==> src/rtl/rcv_fifo_ctrl.sv <==
// Receive FIFO pointer/storage stage: packs bytes little-endian into 32-bit words
// held in a 4-entry memory and serves whole words first-word fall-through.
module rcv_fifo_ctrl (
    input  logic        clk,
    input  logic        n_rst,
    input  logic        w_enable,
    input  logic [7:0]  w_data,
    input  logic        r_enable,
    input  logic        flush,
    input  logic        full,
    input  logic        empty,
    output logic [31:0] r_data,
    output logic [1:0]  head_ptr,
    output logic        head_tog,
    output logic [1:0]  tail_ptr,
    output logic        tail_tog,
    output logic [1:0]  tail_side,
    output logic        overrun,
    output logic        underrun
);

    localparam int unsigned DEPTH      = 4;
    localparam int unsigned WORD_BYTES = 4;
    localparam int unsigned PTR_W      = $clog2(DEPTH);
    localparam int unsigned SIDE_W     = $clog2(WORD_BYTES);
    localparam int unsigned WORD_W     = 8 * WORD_BYTES;

    logic [WORD_W-1:0] mem [DEPTH];
    logic              word_avail;
    logic              wr_ok;
    logic              rd_ok;
    logic              unused_empty;

    // The empty flag also counts the partial tail word, so it cannot gate reads.
    assign unused_empty = empty;

    // Whole-word availability comes from our own pointers, never from a partial word.
    always_comb begin
        word_avail = !((head_ptr == tail_ptr) && (head_tog == tail_tog));
        wr_ok      = w_enable && !full;
        rd_ok      = r_enable && word_avail;
        r_data     = mem[head_ptr];
    end

    always_ff @(posedge clk) begin
        if (!n_rst) begin
            for (int i = 0; i < int'(DEPTH); i++) begin
                mem[i] <= '0;
            end
            head_ptr  <= '0;
            head_tog  <= 1'b0;
            tail_ptr  <= '0;
            tail_tog  <= 1'b0;
            tail_side <= '0;
            overrun   <= 1'b0;
            underrun  <= 1'b0;
        end else if (flush) begin
            // Memory contents are left alone; only the bookkeeping is cleared.
            head_ptr  <= '0;
            head_tog  <= 1'b0;
            tail_ptr  <= '0;
            tail_tog  <= 1'b0;
            tail_side <= '0;
            overrun   <= 1'b0;
            underrun  <= 1'b0;
        end else begin
            overrun  <= w_enable && full;
            underrun <= r_enable && !word_avail;
            if (wr_ok) begin
                mem[tail_ptr][{tail_side, 3'b000} +: 8] <= w_data;
                tail_side <= tail_side + SIDE_W'(1);
                if (tail_side == SIDE_W'(WORD_BYTES - 1)) begin
                    tail_ptr <= tail_ptr + PTR_W'(1);
                    if (tail_ptr == PTR_W'(DEPTH - 1)) begin
                        tail_tog <= ~tail_tog;
                    end
                end
            end
            if (rd_ok) begin
                head_ptr <= head_ptr + PTR_W'(1);
                if (head_ptr == PTR_W'(DEPTH - 1)) begin
                    head_tog <= ~head_tog;
                end
            end
        end
    end

endmodule

==> config.mk <==
export PLATFORM = sky130hd
export DESIGN_NAME = rcv_fifo_ctrl
export DESIGN_NICKNAME = d
export VERILOG_FILES = /design/src/rtl/rcv_fifo_ctrl.sv
export SDC_FILE = /design/constraint.sdc
export NUM_CORES = 1
export LEC_CHECK = 0
export CAP_MARGIN = 20
export CORE_AREA = 10 10 98 143
export CTS_CLUSTER_SIZE = 16
export DETAILED_ROUTE_END_ITERATION = 10
export DIE_AREA = 0 0 108 153
export GPL_ROUTABILITY_DRIVEN = 0
export PLACE_DENSITY_LB_ADDON = 0.15
export SLEW_MARGIN = 25
export SYNTH_ARGS = -nofsm -noshare
export SYNTH_HDL_FRONTEND = slang
export SYNTH_SLANG_ARGS = --single-unit
==> constraint.sdc <==
create_clock -name clk -period 2.91 [get_ports clk]
set_clock_uncertainty 0.05 [all_clocks]
set_input_delay 0.582 -clock clk [delete_from_list [all_inputs] [get_ports clk]]
set_output_delay 0.582 -clock clk [all_outputs]
set_load 0.02 [all_outputs]
==> impl_metrics.toml, run 1 <==
[run_status]
status = "completed"

[synth]
yosysTopAreaCellShare = 0.596
netlist_instances = 441
synth_area_leaders = "edfxtp_1, mux4_2, and3_1, dfxtp_1, and2_1"
ys_async_sr_fraction = 0
avgSynthCellArea_um2 = 14.6
yosysTopAreaCell = "edfxtp_1"
synth-edff-count = 128
synth_seq_cells = 140
syn_area_um2 = 6450
synthFlopType = "edfxtp_1"
yosysWarnings = 0
synth_cell_types = 39
synth_nets = 463
ys_seq_area_frac = 0.633

[drt]
wire_per_inst_um = 21.6
drtIter0Drc = 331
vias = 3964
ant_nets = 0
drcViolationCount = 0
routed_via_density = 5.90
wirelength_um = 14500
dr.pass1.iters = 4

[setup_path]
cp_slowest_cell = "mux4_2"
critPathArrivalTime_ns = 2.16
crit_family = "buffers and inverters"
critPathLaunchType = "flop"
critPathMaxStageDelay_ns = 0.57
critPathBufInv = 2
cp-end-kind = "output port"
required_ns = 2.28
cp_max_fo = 32
path_class = "flop to output port"
crit_chain = "buf_12 -> mux4_2 -> clkdlybuf4s50_1"

[sta]
slew-limit-headroom = 0.614
setup_viol = 0
fmax_mhz = 358
min_period_ns = 2.80
tns_ns = 0
worst_slew_pin_slew_ns = 0.574
fin_crit_sh = 0.961
hold_viol_final = 0
rsz0062_at_grt = "false"
final_max_slew_viol_count = 0

[global_routing]
grt_max_degree = 33
overflow = 0
antenna_found_initial = 0
grt_util_all_layers = 0.183
grt_pass1_vias = 4165
grt_pass1_wl_um = 22800

[place]
io_buffers = 55
dp_hpwl_um = 9300
post_dp_cell_area_um2 = 7270

[clocking]
cts_setup_buffers = 0
cts.clk_slew.worst_paths_ns = 0.06
htreeDepth = 4
hold_buffers = 0
cts_buffers = 17
post_cts_resized = 0
cts.sinks = 140
cts_tree = "done"
cts_buffer_depth = 2
clock_latency_ns = 0.41
clock-root-buffer = "clkbuf_16"

[power]
power-per-cell-area_nw_per_um2 = 580
p_leak_nw = 2.99
vdd_ir_drop_max_v = 0.000442

[cells_and_area]
drive_above_1_share = 0.197
filler_cell_count = 796
mostFrequentLayoutCell = "edfxtp_1"
nNetsFinal = 531
final_area_um2 = 7830
mostFrequentLayoutCells = "edfxtp_1, and3_1, clkdlybuf4s50_1"
diodes = 0
area_growth_pct = 21.3

[worst_hold_path]
hold_class = "flop to flop"

[floorplanning]
die_y_um = 153
die-width_um = 108
num_rows = 48
fp.dieArea_um2 = 16500
start_util = 0.562
core_area_um2 = 11500
num_io_pins = 57

[run]
cap_violations = 0
[stage by stage]
| step | hold slack [ns] | setup WS, ns | utilization | instances | power [mW] |
|---|---|---|---|---|---|
| floorplan | 0.561 | 0.449 | - | 441 | 2.42 |
| global placement | 0.491 | 0.307 | 0.634 | 640 | 2.54 |
| detailed placement | 0.494 | 0.265 | 0.634 | 640 | 2.55 |
| CTS | 0.503 | 0.0707 | 0.682 | 672 | 4.57 |
| global route | 0.547 | 0.0314 | 0.682 | 672 | 4.68 |
| finish | 0.503 | 0.113 | 0.682 | 672 | 4.54 |
[metal layers]
| layer | up-vias | track usage | wire, um |
|---|---|---|---|
| met3 | 28 | 0.0467 | 977 |
| met5 | - | 0 | 0 |
| met4 | 0 | 0.0837 | 367 |
| met1 | 1963 | 0.208 | 5430 |
| met2 | 139 | 0.310 | 7710 |
| li1 | 1834 | - | - |
[report_power, final]
group	internal (mW)	leakage (nW)	switching [mW]	total, mW
combinational	0.0992	1.30	0.141	0.240
clock	1.24	0.271	0.788	2.03
sequential	2.25	1.42	0.0168	2.27
[path summary, 6_finish.rpt]
kind,start,end,slack (ns),cells past startpoint
max,flop,r_data[22],0.11,3
min,head_tog,head_tog,0.50,2
max reg2reg,tail_side[1],mem[0][7],0.43,5
min reg2reg,head_tog,head_tog,0.50,2
[cells by family after synthesis]
| family | count (synthesis) | synth area share |
|---|---|---|
| compound gates | 25 | 0.0221 |
| xor+xnor | 6 | 0.00814 |
| fa+ha+maj | 7 | 0.0136 |
| buf+inv | 43 | 0.0302 |
| flops | 140 | 0.633 |
| mux | 33 | 0.113 |
| simple gates | 187 | 0.180 |
[flip-flops by register name (all words and copies together) (netlist names), named ones only]
| register | cells |
|---|---|
| mem | 128 |
| head_ptr | 2 |
| tail_ptr | 2 |
| tail_side | 2 |
| head_tog | 1 |
| overrun | 1 |
| tail_tog | 1 |
| underrun | 1 |
[worst min-delay path: stages, from the launching register on]
cell,delay (ns)
dfxtp_1,0.35
nand3_1,0.08
o211ai_1,0.07
[synthesized netlist by cell type, types with 3 or more instances]
| cell type | count |
|---|---|
| a31oi_1 | 3 |
| and2_1 | 25 |
| and3_1 | 65 |
| and3_2 | 9 |
| and4_1 | 12 |
| buf_2 | 3 |
| buf_6 | 4 |
| clkbuf_1 | 26 |
| dfxtp_1 | 12 |
| edfxtp_1 | 128 |
| ha_1 | 7 |
| inv_1 | 8 |
| mux4_2 | 32 |
| nand2_1 | 17 |
| nand3_1 | 5 |
| nand4_1 | 5 |
| nor2_1 | 31 |
| nor2b_1 | 4 |
| o21ai_0 | 16 |
| xnor2_1 | 4 |
[area by class of cell]
cell class | count | area (um2) | share of cell area
Clock inverter | 14 | 128 | 0.0163
Tap cell | 150 | 188 | 0.0240
Multi-Input combinational cell | 258 | 2170 | 0.278
Sequential cell | 140 | 4090 | 0.522
Timing Repair Buffer | 84 | 793 | 0.101
Clock buffer | 18 | 429 | 0.0548
Inverter | 8 | 30.0 | 0.00384
(Power assumes the default switching activity.)
==> run 2: changes to the inputs <==
CORE_AREA = 10 10 109 160   (was 10 10 98 143)
DIE_AREA = 0 0 119 170   (was 0 0 108 153)
==> run 2 against run 1 <==
Compared with the run above:
- first-iteration DRC count fell by 1.2%
- maximum frequency decreased by 1.5%
- utilization shrank 13 points
- count of clock-buffer cells in the layout fell by 1
- clock power rose by 9%
- via count is 2.2% lower
- total power increased by 4.2%
- die area rose by 22%
- critical endpoint unchanged
- largest power group unchanged
==> impl_metrics.toml, run 2 (synthesized netlist as in run 1, its figures left out) <==
[cells_and_area]
multiInputGateArea_um2 = 2170
largest_reg_flops = 128
area_growth_pct = 23.4
regMostFlops = "mem"
mostFrequentLayoutCells = "edfxtp_1, and3_1, clkdlybuf4s50_1"
drive_above_1_share = 0.208
diodes = 0
nNetsFinal = 532
final-seq-area_um2 = 4090
mostFrequentLayoutCell = "edfxtp_1"
filler_cell_count = 1205

[run_status]
status = "completed"

[sta]
tns_ns = 0
fmax_mhz = 352
setup_viol = 0
hold_viol_final = 0
slew-limit-headroom = 0.514
final_max_slew_viol_count = 0
min_period_ns = 2.84
worst_slew_pin_slew_ns = 0.726
fin_crit_sh = 0.976
holdWs_ns = 0.514
rsz0062_at_grt = "false"

[floorplanning]
core_area_um2 = 14500
start_util = 0.446
fp.dieArea_um2 = 20200
die_y_um = 170
num_io_pins = 57
num_rows = 54
die-width_um = 119

[drt]
dr.pass1.iters = 4
wire_per_inst_um = 21.1
ant_nets = 0
routed_via_density = 5.39
drtIter0Drc = 327
wirelength_um = 15200
vias = 3877
drcViolationCount = 0

[global_routing]
grt_pass1_vias = 4199
grt_max_degree = 33
grt_util_all_layers = 0.155
overflow = 0
grt_pass1_wl_um = 23600
antenna_found_initial = 0

[power]
power.share.clock = 0.470
intPower_mw = 3.71
power_frac_seq = 0.479
p_leak_nw = 3.02
combPwrFrac = 0.051
vdd_ir_drop_max_v = 0.000366
power-per-cell-area_nw_per_um2 = 594
switching_share = 0.215
netSwitchingPower_mw = 1.02

[run]
cap_violations = 0

[clocking]
cts_buffer_depth = 2
clock_latency_ns = 0.41
post_cts_resized = 0
htreeDepth = 4
cts.clk_slew.worst_paths_ns = 0.06
cts_buffers = 17
clock-root-buffer = "clkbuf_16"
cts.sinks = 140
hold_buffers = 0
cts_tree = "done"

[setup_path]
critPathArrivalTime_ns = 2.21
cp_slowest_cell = "clkdlybuf4s50_1"
critPathMaxStageDelay_ns = 0.57
required_ns = 2.28
critPathBufInv = 2
path_class = "flop to output port"
crit_chain = "buf_12 -> mux4_2 -> clkdlybuf4s50_1"
critPathLaunchType = "flop"
cp_max_fo = 16
cp-end-kind = "output port"
crit_family = "buffers and inverters"
rrSetupSlack_ns = 0.24

[worst_hold_path]
hold_class = "flop to flop"

[place]
io_buffers = 55
dp_hpwl_um = 9640
==> run 2: worst register-to-register path: stages (launching register included) <==
cell	delay (ns)
dfxtp_1	0.50
inv_1	0.16
ha_1	0.28
or4_1	0.76
and4_1	0.43
and3_1	0.24
==> run 2: timing repair <==
item	in CTS	in global routing
setup buffers	0	0
endpoints found under the hold margin	0	0
setup endpoints to repair	0	1
==> run 2: area by class of cell <==
class	instances	area share
Clock buffer	17	0.0534
Tap cell	196	0.0308
Sequential cell	140	0.513
Clock inverter	15	0.0236
Inverter	8	0.00377
Multi-Input combinational cell	258	0.273
Timing Repair Buffer	85	0.103
==> run 2: path summary, 6_finish.rpt <==
check	startpoint	end	cells after the start
hold reg to reg	head_ptr[0]	flop	2
setup reg to reg	tail_side[0]	mem[0][5]	5
hold / removal	head_ptr[0]	flop	2
setup / recovery	flop	r_data[22]	3
==> run 2: metrics by stage <==
stage	power [mW]	util	std cells	setup WS (ns)	cell area (um2)
after floorplan	2.42	-	441	0.449	6450
after global placement	2.55	0.507	686	0.282	7330
after detailed placement	2.56	0.507	686	0.268	7330
after CTS	4.77	0.549	718	0.0119	7940
after global routing	4.88	0.551	719	0.00979	7970
final	4.73	0.551	719	0.0706	7970
==> run 2: routing by layer <==
metal / vias to the layer above / wire length (um) / GRT usage
met5: - / 0 / 0
met4: 0 / 311 / 0.0714
met3: 16 / 850 / 0.0494
met2: 100 / 8060 / 0.272
met1: 1926 / 5940 / 0.165
li1: 1835 / - / -
==> run 2: power by group through the flow <==
stage                     Sequential (mW)  Clock (mW)  Combinational (mW)
final                                2.27        2.22               0.241
after floorplan                      2.31           0               0.115
after CTS                            2.27        2.25               0.245
after global placement               2.31           0               0.241
after global routing                 2.27        2.34               0.258
after detailed placement             2.31           0               0.245
